<file path="config.mk">
export PLATFORM = sky130hd
export DESIGN_NAME = ahb_slave_interface_flat
export DESIGN_NICKNAME = d
export VERILOG_FILES = /design/src/rtl/ahb_slave_interface_if.sv /design/src/rtl/ahb_slave_interface.sv /design/src/flat_wrapper.sv
export SDC_FILE = /design/constraint.sdc
export NUM_CORES = 1
export LEC_CHECK = 0
export BUFFER_PORTS_ARGS = -buffer_cell sky130_fd_sc_hd__buf_2
export CAP_MARGIN = 20
export CORE_ASPECT_RATIO = 1.4
export CORE_MARGIN = 5
export CORE_UTILIZATION = 44
export CTS_BUF_LIST = sky130_fd_sc_hd__clkbuf_4
export CTS_CLUSTER_DIAMETER = 50
export DETAILED_ROUTE_END_ITERATION = 16
export MAX_ROUTING_LAYER = met4
export PLACE_DENSITY = 0.83
export SLEW_MARGIN = 20
export SYNTH_ARGS = -nofsm -noshare
export SYNTH_HDL_FRONTEND = slang
export SYNTH_SLANG_ARGS = --single-unit
</file>
<file path="constraint.sdc">
create_clock -name Hclk -period 1.7 [get_ports Hclk]
set_clock_uncertainty 0.05 [all_clocks]
set_input_delay 0.255 -clock Hclk [delete_from_list [all_inputs] [get_ports Hclk]]
set_output_delay 0.255 -clock Hclk [all_outputs]
set_load 0.02 [all_outputs]
</file>
<file path="src/rtl/ahb_slave_interface_if.sv">
// AHB-side bus bundle between the AHB master and the bridge front end.
interface ahb_slave_interface_if;
    logic [1:0]  Htrans;
    logic        Hwrite;
    logic [2:0]  Hsize;
    logic [31:0] Haddr;
    logic [31:0] Hwdata;
    logic        Hreadyin;
    logic        Hreadyout_apb;
    logic [31:0] Prdata;
    logic        valid;
    logic [31:0] Haddr1;
    logic [31:0] Haddr2;
    logic [31:0] Hwdata1;
    logic [31:0] Hwdata2;
    logic        Hwritereg;
    logic [2:0]  tempselx;
    logic        Hreadyout;
    logic [1:0]  Hresp;
    logic [31:0] Hrdata;

    modport slave (
        input  Htrans, Hwrite, Hsize, Haddr, Hwdata, Hreadyin, Hreadyout_apb, Prdata,
        output valid, Haddr1, Haddr2, Hwdata1, Hwdata2, Hwritereg, tempselx,
               Hreadyout, Hresp, Hrdata
    );

    modport master (
        output Htrans, Hwrite, Hsize, Haddr, Hwdata, Hreadyin, Hreadyout_apb, Prdata,
        input  valid, Haddr1, Haddr2, Hwdata1, Hwdata2, Hwritereg, tempselx,
               Hreadyout, Hresp, Hrdata
    );
endinterface

</file>
<file path="src/rtl/ahb_slave_interface.sv">
// AHB front end of the AHB-to-APB bridge: qualifies and decodes transfers,
// pipelines address/data two deep and produces the two-cycle AHB error response.
module ahb_slave_interface #(
    parameter logic [31:0] SLV0_BASE   = 32'h8000_0000,
    parameter logic [31:0] SLV1_BASE   = 32'h8400_0000,
    parameter logic [31:0] SLV2_BASE   = 32'h8800_0000,
    parameter logic [31:0] REGION_SIZE = 32'h0400_0000
) (
    input logic                  Hclk,
    input logic                  Hresetn,
    ahb_slave_interface_if.slave bus
);
    localparam int NUM_SLV = 3;
    localparam logic [NUM_SLV-1:0][31:0] SLV_BASE = {SLV2_BASE, SLV1_BASE, SLV0_BASE};

    typedef enum logic [1:0] {
        S_OKAY = 2'b00,
        S_ERR1 = 2'b01,
        S_ERR2 = 2'b10
    } resp_state_t;

    resp_state_t         state, state_nxt;
    logic [NUM_SLV-1:0]  hit;
    logic                active;
    logic                legal;
    logic                hreadyout_c;
    logic [1:0]          hresp_c;

    // Offset from each base is compared unsigned, so addresses below a base
    // wrap to huge offsets and can never alias into a region.
    genvar gi;
    generate
        for (gi = 0; gi < NUM_SLV; gi++) begin : g_dec
            assign hit[gi] = (bus.Haddr - SLV_BASE[gi]) < REGION_SIZE;
        end
    endgenerate

    assign bus.tempselx = hit;
    assign active       = bus.Htrans[1] & bus.Hreadyin;

    always_comb begin
        legal = 1'b0;
        case (bus.Hsize)
            3'b000:  legal = 1'b1;
            3'b001:  legal = ~bus.Haddr[0];
            3'b010:  legal = (bus.Haddr[1:0] == 2'b00);
            default: legal = 1'b0;
        endcase
    end

    assign bus.valid  = Hresetn & active & (|hit) & legal & (state == S_OKAY);
    assign bus.Hrdata = bus.Prdata;

    always_ff @(posedge Hclk or negedge Hresetn) begin
        if (!Hresetn) begin
            bus.Haddr1    <= '0;
            bus.Haddr2    <= '0;
            bus.Hwdata1   <= '0;
            bus.Hwdata2   <= '0;
            bus.Hwritereg <= 1'b0;
        end else if (bus.Hreadyin) begin
            bus.Haddr1    <= bus.Haddr;
            bus.Haddr2    <= bus.Haddr1;
            bus.Hwdata1   <= bus.Hwdata;
            bus.Hwdata2   <= bus.Hwdata1;
            bus.Hwritereg <= bus.Hwrite;
        end
    end

    always_ff @(posedge Hclk or negedge Hresetn) begin
        if (!Hresetn) state <= S_OKAY;
        else          state <= state_nxt;
    end

    // New transfers are ignored while the error response is in flight.
    always_comb begin
        state_nxt   = state;
        hreadyout_c = bus.Hreadyout_apb;
        hresp_c     = 2'b00;
        case (state)
            S_OKAY: begin
                if (active && (!(|hit) || !legal)) state_nxt = S_ERR1;
            end
            S_ERR1: begin
                hreadyout_c = 1'b0;
                hresp_c     = 2'b01;
                state_nxt   = S_ERR2;
            end
            S_ERR2: begin
                hreadyout_c = 1'b1;
                hresp_c     = 2'b01;
                state_nxt   = S_OKAY;
            end
            default: state_nxt = S_OKAY;
        endcase
    end

    assign bus.Hreadyout = hreadyout_c;
    assign bus.Hresp     = hresp_c;
endmodule

</file>
<file path="src/flat_wrapper.sv">
// flat-port wrapper written by rule: the top's interface ports become plain ports
module ahb_slave_interface_flat 
#(
    parameter logic [31:0] SLV0_BASE   = 32'h8000_0000,
    parameter logic [31:0] SLV1_BASE   = 32'h8400_0000,
    parameter logic [31:0] SLV2_BASE   = 32'h8800_0000,
    parameter logic [31:0] REGION_SIZE = 32'h0400_0000
)
  (Hclk, Hresetn, bus_Htrans, bus_Hwrite, bus_Hsize, bus_Haddr, bus_Hwdata, bus_Hreadyin, bus_Hreadyout_apb, bus_Prdata, bus_valid, bus_Haddr1, bus_Haddr2, bus_Hwdata1, bus_Hwdata2, bus_Hwritereg, bus_tempselx, bus_Hreadyout, bus_Hresp, bus_Hrdata);
  ahb_slave_interface_if bus_i ();
  input logic Hclk;
  input logic Hresetn;
  input wire logic [$bits(bus_i.Htrans)-1:0] bus_Htrans;
  input wire logic [$bits(bus_i.Hwrite)-1:0] bus_Hwrite;
  input wire logic [$bits(bus_i.Hsize)-1:0] bus_Hsize;
  input wire logic [$bits(bus_i.Haddr)-1:0] bus_Haddr;
  input wire logic [$bits(bus_i.Hwdata)-1:0] bus_Hwdata;
  input wire logic [$bits(bus_i.Hreadyin)-1:0] bus_Hreadyin;
  input wire logic [$bits(bus_i.Hreadyout_apb)-1:0] bus_Hreadyout_apb;
  input wire logic [$bits(bus_i.Prdata)-1:0] bus_Prdata;
  output wire logic [$bits(bus_i.valid)-1:0] bus_valid;
  output wire logic [$bits(bus_i.Haddr1)-1:0] bus_Haddr1;
  output wire logic [$bits(bus_i.Haddr2)-1:0] bus_Haddr2;
  output wire logic [$bits(bus_i.Hwdata1)-1:0] bus_Hwdata1;
  output wire logic [$bits(bus_i.Hwdata2)-1:0] bus_Hwdata2;
  output wire logic [$bits(bus_i.Hwritereg)-1:0] bus_Hwritereg;
  output wire logic [$bits(bus_i.tempselx)-1:0] bus_tempselx;
  output wire logic [$bits(bus_i.Hreadyout)-1:0] bus_Hreadyout;
  output wire logic [$bits(bus_i.Hresp)-1:0] bus_Hresp;
  output wire logic [$bits(bus_i.Hrdata)-1:0] bus_Hrdata;
  assign bus_i.Htrans = bus_Htrans;
  assign bus_i.Hwrite = bus_Hwrite;
  assign bus_i.Hsize = bus_Hsize;
  assign bus_i.Haddr = bus_Haddr;
  assign bus_i.Hwdata = bus_Hwdata;
  assign bus_i.Hreadyin = bus_Hreadyin;
  assign bus_i.Hreadyout_apb = bus_Hreadyout_apb;
  assign bus_i.Prdata = bus_Prdata;
  assign bus_valid = bus_i.valid;
  assign bus_Haddr1 = bus_i.Haddr1;
  assign bus_Haddr2 = bus_i.Haddr2;
  assign bus_Hwdata1 = bus_i.Hwdata1;
  assign bus_Hwdata2 = bus_i.Hwdata2;
  assign bus_Hwritereg = bus_i.Hwritereg;
  assign bus_tempselx = bus_i.tempselx;
  assign bus_Hreadyout = bus_i.Hreadyout;
  assign bus_Hresp = bus_i.Hresp;
  assign bus_Hrdata = bus_i.Hrdata;
  ahb_slave_interface #(.SLV0_BASE(SLV0_BASE), .SLV1_BASE(SLV1_BASE), .SLV2_BASE(SLV2_BASE), .REGION_SIZE(REGION_SIZE)) u_core (.Hclk(Hclk), .Hresetn(Hresetn), .bus(bus_i));
endmodule
</file>
Word-level counts from Yosys, hierarchy flattened:

Index checks and enable logic that the tools add are counted.

* word-level logic and storage cells: 37
* flip-flop bits (word level): 131
* bits of input ports: 106
* output and inout port bits: 168

* multiplexer cells: 5
* bitwise operators: 6
* eq/ne operators: 5
* add/sub/neg operators: 3
* order comparisons: 3
* reduce and logical (&&, ||, !) cells: 9

Operators by type and width (count)
* $lt 32x27->1 const B: 3
* $sub 32x32->32 const B: 3
* $and 1x1->1: 5
* $logic_not 2->1: 2
* $pmux 2 s2: 1
* $eq 3x1->1 const B: 1
* $eq 3x2->1 const B: 1
* $logic_not 3->1: 1
* $pmux 1 s3: 1
* $reduce_or 3->1: 1
* $eq 2x1->1 const B: 1
* $eq 2x2->1 const B: 1
* $logic_not 1->1: 2
* $mux 2: 1
* $ne 2x2->1 const B: 1
* $pmux 1 s2: 1
* $reduce_or 2->1: 1
* $logic_and 1x1->1: 1
* $logic_or 1x1->1: 1
* $mux 1: 1
* $not 1->1: 1

Depth between registers and ports, before layout:

Gate-level depths: netlist of run 1.

* depth in word-level cells: 8
* mapped depth: 7
* depth with buffers taken out: 7

Worst setup path after synthesis of run 1:

OpenSTA, ideal clock, no wires.

* path type: input -> output
* start: in bus_Haddr[26]
* end: out bus_valid
* path buffers: 0
* arrival: 1.879 ns
* cell stages on the path: 4
* data required time: 1.395 ns
* setup slack: -0.484 ns
* path through: or3b_1 nor4_2 o31ai_1 nor3_1

* word-level cells in the longest chain between the ends: 6
* elaborated cells on any way between the ends: 10
* classes of those cells: add/sub: 3; order compare: 3; bitwise: 3; reduce/logical: 1

Ends and longest elaborated chain
* from (decl): line flat_wrapper.sv:16 `input wire logic [$bits(bus_i.Haddr)-1:0] bus_Haddr;`
* $sub 32x32->32: line ahb_slave_interface.sv:34 `assign hit[gi] = (bus.Haddr - SLV_BASE[gi]) < REGION_SIZE;`
* $lt 32x27->1: line ahb_slave_interface.sv:34
* net bus_tempselx[0]: line flat_wrapper.sv:27 `output wire logic [$bits(bus_i.tempselx)-1:0] bus_tempselx;`
* $reduce_or 3->1: line ahb_slave_interface.sv:51 `assign bus.valid = Hresetn & active & (|hit) & legal & (state == S_OKAY);`
* $and 1x1->1 (3 in a row): line ahb_slave_interface.sv:51
* to (decl): line flat_wrapper.sv:21 `output wire logic [$bits(bus_i.valid)-1:0] bus_valid;`

The timed path passes the listed nets, and every way through them passes these cells.

Worst setup path in the final report of run 1:

* start: reg u_core.state[1]
* end: out bus_Hreadyout

* word-level cells in the longest chain between the ends: 2
* elaborated cells on any way between the ends: 3
* classes of those cells: eq/ne: 2; mux: 1

Ends and longest elaborated chain
* from (decl): line ahb_slave_interface.sv:22 `resp_state_t state, state_nxt;`
* from (signal assigned): line ahb_slave_interface.sv:72 `else state <= state_nxt;`
* $eq 2x2->1 or $eq 2x1->1 (tied branches): line ahb_slave_interface.sv:80 `case (state)`
* $pmux 1 s2 *: line ahb_slave_interface.sv:80
* to (decl): line flat_wrapper.sv:28 `output wire logic [$bits(bus_i.Hreadyout)-1:0] bus_Hreadyout;`

Every way passes the cells marked *; elsewhere a longest branch is shown, timed or not.

==> run metrics, run 1 <==
outcome complete, but fails checks; failing checks negative setup slack; floorplan core area 11,800 sq um; placed cell area 6370 sq um; die area 14,400 sq um; Hold WC Path Type in2reg; delay of the slowest critical-path stage 400 ps; Pre-antenna DRT Iters 4; fin nets 709; critical path class reg2out; Num Clock Sinks 131; leakage power 3.52 nW; Peak Freq 0.509 GHz; Starting DRT DRC Count 38; crit start category flip-flop; max-cap viol count 0; Starting Density 0.450; synth-to-layout area growth 38.7%; CP delay by family, top flip-flops; top cell type's share of synthesized area 0.617; Root Driver clkbuf_4; Data required, critical path 1390 ps; met1 Use GR 0.190; share of the yosys chip area belonging to registers 0.617; H-tree depth 4; Synth Net Count 451; Async SR Flop Fraction 1.00; first-pass GRT wire length 20,300 um; Slew Viols, Final 0; Multi-input gate area 1760 sq um; Placed Cells 658; final setup fails 2; Min Clock Period, post-route 1960 ps; Seq cells post-synth 131; CP Max Fanout 2; hold_ws 92.6 ps; critical path capture point type output pin; DRT Wirelength 13,000 um; vias in the first global route 4,099; Buf+Inv Stages, Crit Path 2; relative slew slack 0.559; layout cells sized above 1 0.447; Crit-path slowest cell dfrtp_1; HPWL after DPL 9050 um; busiest metal layer after global routing met2; total grt overflow 0; Mapped Cells 340; I/O Buffers 207; Peak supply drop 0.766 mV; clk buf depth 2; power density cells 1060 nW/um^2; TritonCTS buffer count 17; Hold Startpoint bus_Haddr[27]; Final ANT Viol Nets 0; Post-synth EDFFs 0; worst slew pin tran 662 ps; Final Hold Vio Count 0; antenna diode count 0; Reg-to-Reg Start u_core.state[0]$_DFFE_PN0P_; num rows 47; critical-path cell list inv_2, ha_4, mux2_4, buf_6; Die H 140 um; Post-Syn Area 5320 sq um; final period utilization 1.16; CTS tree done; global-route usage over all layers 0.186; Synth Warn # 0; Finished Layout Cells 758; GRT met3 Usage 0.0517; worst setup path start u_core.state[1]$_DFFE_PN0P_; largest net degree at the start of global routing 132; drc violations 0; CTS clock-pin slew for the worst setup and hold paths 110 ps; Worst Path Arrival 1660 ps; synthesized area per cell 15.6 sq um; routability cong. 0.860; DR vias 3,645; Ports 274; worst setup margin -264 ps; Final Cell Area 7370 sq um; top_reg_cell synth dfrtp_1; DR vias/cell 4.81; worst-skew pair later-pin latency 490 ps; ranking of synthesized cells by area dfrtp_1, mux2_1, buf_4; initial antenna violation count 0; met2 GRT Util 0.322; FF+latch area 3280 sq um; Yosys cell types 29; most area-hungry cell type in the Yosys netlist dfrtp_1; RSZ-0062 raised after global routing yes; per-cell routed wire length 17.2 um; Die W 103 um; fillcell total 882
cell usage after synthesis (3+ instances only):
master	count
dfrtp_1	131
mux2_1	124
buf_4	33
buf_2	10
mux2_2	6
ha_1	5
clkbuf_1	4
inv_1	4
nand2_1	3
timing repair:
item / 4_1_cts / 5_1_grt
pin swaps: 1 / 2
hold endpoints to repair: 194 / 0
cloned: 0 / 0
hold buffers: 64 / 0
buffers inserted: 3 / 1
resized for setup: 10 / 2
setup endpoints to repair: 3 / 4
per-layer routing:
metal / wire length (um) / up-vias
li1: - / 1662
met3: 1130 / 48
met1: 4510 / 1787
met4: 537 / 0
met5: 0 / -
met2: 6870 / 148
worst paths after layout:
path	to	slack, ps	cells past startpoint
setup / recovery	bus_Hreadyout	-260	4
hold reg to reg	u_core.bus.Haddr2[30]$_DFFE_PN0P_	440	1
hold / removal	u_core.bus.Haddr1[27]$_DFFE_PN0P_	90	3
setup reg to reg	u_core.state[1]$_DFFE_PN0P_	220	6
min in group asynchronous	u_core.bus.Hwdata2[26]$_DFFE_PN0P_	410	3
max in group asynchronous	u_core.bus.Haddr1[28]$_DFFE_PN0P_	710	3
cell families (layout without fill, tap and decap cells):
group,count (synthesis),in the layout,share of synthesized area
XOR/XNOR,2,2,0.00330
adder cells (fa/ha/maj),5,5,0.0118
other,1,1,0.000706
buffers and inverters,52,323,0.0638
AO/OA/AOI/OAI,6,6,0.00895
flip-flops,131,131,0.617
AND/OR/NAND/NOR,12,12,0.0165
multiplexers,131,131,0.278
power by group:
| part | total [mW] | internal, mW | switching [mW] |
|---|---|---|---|
| Clock | 2.08 | 0.881 | 1.19 |
| Combinational | 2.02 | 0.888 | 1.13 |
| Sequential | 3.75 | 3.51 | 0.235 |
sequential cells by signal, summed over array words and instances (netlist names):
register and count:
u_core.bus.Haddr1 32, u_core.bus.Haddr2 32, u_core.bus.Hwdata1 32, u_core.bus.Hwdata2 32
u_core.bus.Hwritereg 1, u_core.state 2
per-stage QoR:
step	utilization	setup TNS, ps	total power, mW	setup slack (ps)
6_report	0.623	-389	7.84	-264
3_3_place_gp	0.539	-305	5.51	-160
2_1_floorplan	-	-78.3	4.92	-76.9
4_1_cts	0.622	-522	7.92	-308
3_5_place_dp	0.539	-592	5.59	-266
5_1_grt	0.623	-669	8.24	-360
layout make-up:
type                       instances  area share
sequential                       131       0.445
timing repair buffer             287       0.251
multi-input combinational        157       0.239
tap                              147      0.0250
clock inverter                    15      0.0211
clock buffer                      17      0.0173
inverter                           4     0.00204
placed cells by master, fill, tap and decap left out, types with 2 or more instances in the layout:
cell and instances:
clkinv_2 2, clkbuf_4 17, nand2_1 2, buf_4 17, dfrtp_1 131, mux2_2 5
clkinvlp_4 5, dlygate4sd3_1 64, mux2_4 2, bufinv_16 2, inv_1 2, ha_1 3
inv_2 2, inv_6 4, buf_2 202, mux2_1 124, buf_12 3
worst min-delay path, delay by kind of cell:
| family | cells | cell delay [ps] |
|---|---|---|
| buffers and inverters | 2 | 220 |
| multiplexers | 1 | 130 |
(Power assumes the default switching activity.)
==> inputs of run 2 (changes only) <==
RECOVER_POWER = 100   (was default)
==> run 2 against run 1 <==
The flow still finishes with violations (negative setup slack). Worst setup slack worse by 1.8 ps. Sequential share of layout area up 1.1 points. Flip-flop and latch count unchanged. Register-to-register slack about the same.
==> run metrics, run 2 (synthesized netlist as in run 1, its figures left out) <==
critical path capture point type output pin; Core Util, Final 0.608; Reg-to-Reg Start u_core.state[0]$_DFFE_PN0P_; per-cell routed wire length 17.3 um; final period utilization 1.16; placed cell area 6370 sq um; routability cong. 0.860; global-route usage over all layers 0.186; Setup crit end bus_Hreadyout; Final Hold Vio Count 0; Final Cell Area 7190 sq um; Slew Viols, Final 0; vias in the first global route 4,099; worst-skew pair later-pin latency 500 ps; synth-to-layout area growth 35.3%; Pre-antenna DRT Iters 4; Peak supply drop 0.755 mV; Placed Cells 658; CTS clock-pin slew for the worst setup and hold paths 110 ps; failing checks negative setup slack; critical path class reg2out; worst slew pin tran 1130 ps; CP delay by family, top flip-flops; initial antenna violation count 0; worst setup margin -266 ps; DR vias 3,618; final setup fails 2; antenna diode count 0; Buf+Inv Stages, Crit Path 2; power density cells 1080 nW/um^2; Root Driver clkbuf_4; TritonCTS buffer count 17; first-pass GRT wire length 20,300 um; floorplan core area 11,800 sq um; Starting Density 0.450; Final ANT Viol Nets 0; Die W 103 um; Data required, critical path 1390 ps; Die H 140 um; relative slew slack 0.247; crit start category flip-flop; delay of the slowest critical-path stage 400 ps; worst setup path start u_core.state[1]$_DFFE_PN0P_; RSZ-0062 raised after global routing yes; flop2flop setup slack 220 ps; leakage power 3.15 nW; Worst Reg-to-Reg Cells 6; fin nets 709; die area 14,400 sq um; CP Max Fanout 2; max-cap viol count 0; Num Clock Sinks 131; I/O Buffers 207; Worst Path Arrival 1660 ps; layout cells sized above 1 0.232; H-tree depth 4; WP depth 4; fillcell total 965; DR vias/cell 4.77; Hold WC Path Type in2reg; outcome complete, but fails checks; CTS tree done; commonest cells after routing, fill and taps aside clkbuf_1, dfrtp_1, mux2_1; total grt overflow 0; drc violations 0; critical-path cell list inv_2, ha_4, mux2_4, buf_6; Ports 274; reg-to-reg endpoint u_core.state[1]$_DFFE_PN0P_; num rows 47; Starting DRT DRC Count 33; Finished Layout Cells 758; Setup TNS -393 ps; hold_ws 92.9 ps; Crit-path slowest cell dfrtp_1; HPWL after DPL 9050 um; Min Clock Period, post-route 1970 ps; DRT Wirelength 13,100 um; clk buf depth 2; largest net degree at the start of global routing 132; Peak Freq 0.509 GHz
## run 2: cell types whose count changed in the layout (fill, tap and decap cells not counted), moves of 3 or more
cell,previous run,this run
clkbuf_2,0,3
clkbuf_1,0,131
buf_2,202,71
buf_4,17,13
## run 2: routing by layer
layer  vias to the layer above  routed length (um)  global-route usage  share of wire
met4                         0                 525              0.0887          0.040
met5                         -                   0                   -              0
li1                       1663                   -                   -              -
met1                      1751                4560               0.190           0.35
met3                        50                1160              0.0517          0.088
met2                       154                6870               0.322           0.52
## run 2: worst min path at each step
| stage | from | end | slack [ps] | depth (start not counted) |
|---|---|---|---|---|
| 2_1_floorplan | Hresetn | u_core.bus.Haddr1[0]$_DFFE_PN0P_ | -90 | 0 |
| 3_3_place_gp | Hresetn | u_core.bus.Hwdata1[25]$_DFFE_PN0P_ | 410 | 2 |
| 3_5_place_dp | u_core.bus.Hwdata2[21]$_DFFE_PN0P_ | u_core.bus.Hwdata2[21]$_DFFE_PN0P_ | 420 | 1 |
| 4_1_cts | bus_Haddr[27] | u_core.bus.Haddr1[27]$_DFFE_PN0P_ | 30 | 3 |
| 5_1_grt | bus_Haddr[27] | u_core.bus.Haddr1[27]$_DFFE_PN0P_ | 40 | 3 |
| 6_report | bus_Haddr[27] | u_core.bus.Haddr1[27]$_DFFE_PN0P_ | 90 | 3 |
## run 2: worst min-delay path, stage by stage
cell and delay, ps:
buf_2 90, buf_4 130, mux2_1 130
## run 2: power breakdown
part	switching, mW	internal, mW
sequential	0.247	3.51
combinational	1.13	0.774
clock	1.20	0.881
## run 2: cell type report
cell class	count	area [sq um]	share of cell area
Multi-Input combinational cell	157	1760	0.245
Timing Repair Buffer	287	1670	0.232
Clock inverter	15	155	0.0216
Inverter	4	15.0	0.00209
Sequential cell	131	3280	0.456
Clock buffer	17	128	0.0178
Tap cell	147	184	0.0256
## run 2: repair_timing
| item | CTS | global route |
|---|---|---|
| cloned | 0 | 0 |
| pin swaps | 1 | 2 |
| setup endpoints to repair | 3 | 4 |
| hold buffers | 64 | 0 |
| buffers inserted | 3 | 1 |
| hold endpoints to repair | 194 | 0 |
| resized for setup | 10 | 2 |
## run 2: per-stage QoR
| step | power, mW | worst slack [ps] |
|---|---|---|
| floorplan | 4.92 | -76.9 |
| global placement | 5.51 | -160 |
| detailed placement | 5.59 | -266 |
| CTS | 7.92 | -308 |
| global route | 8.14 | -360 |
| finish | 7.74 | -266 |
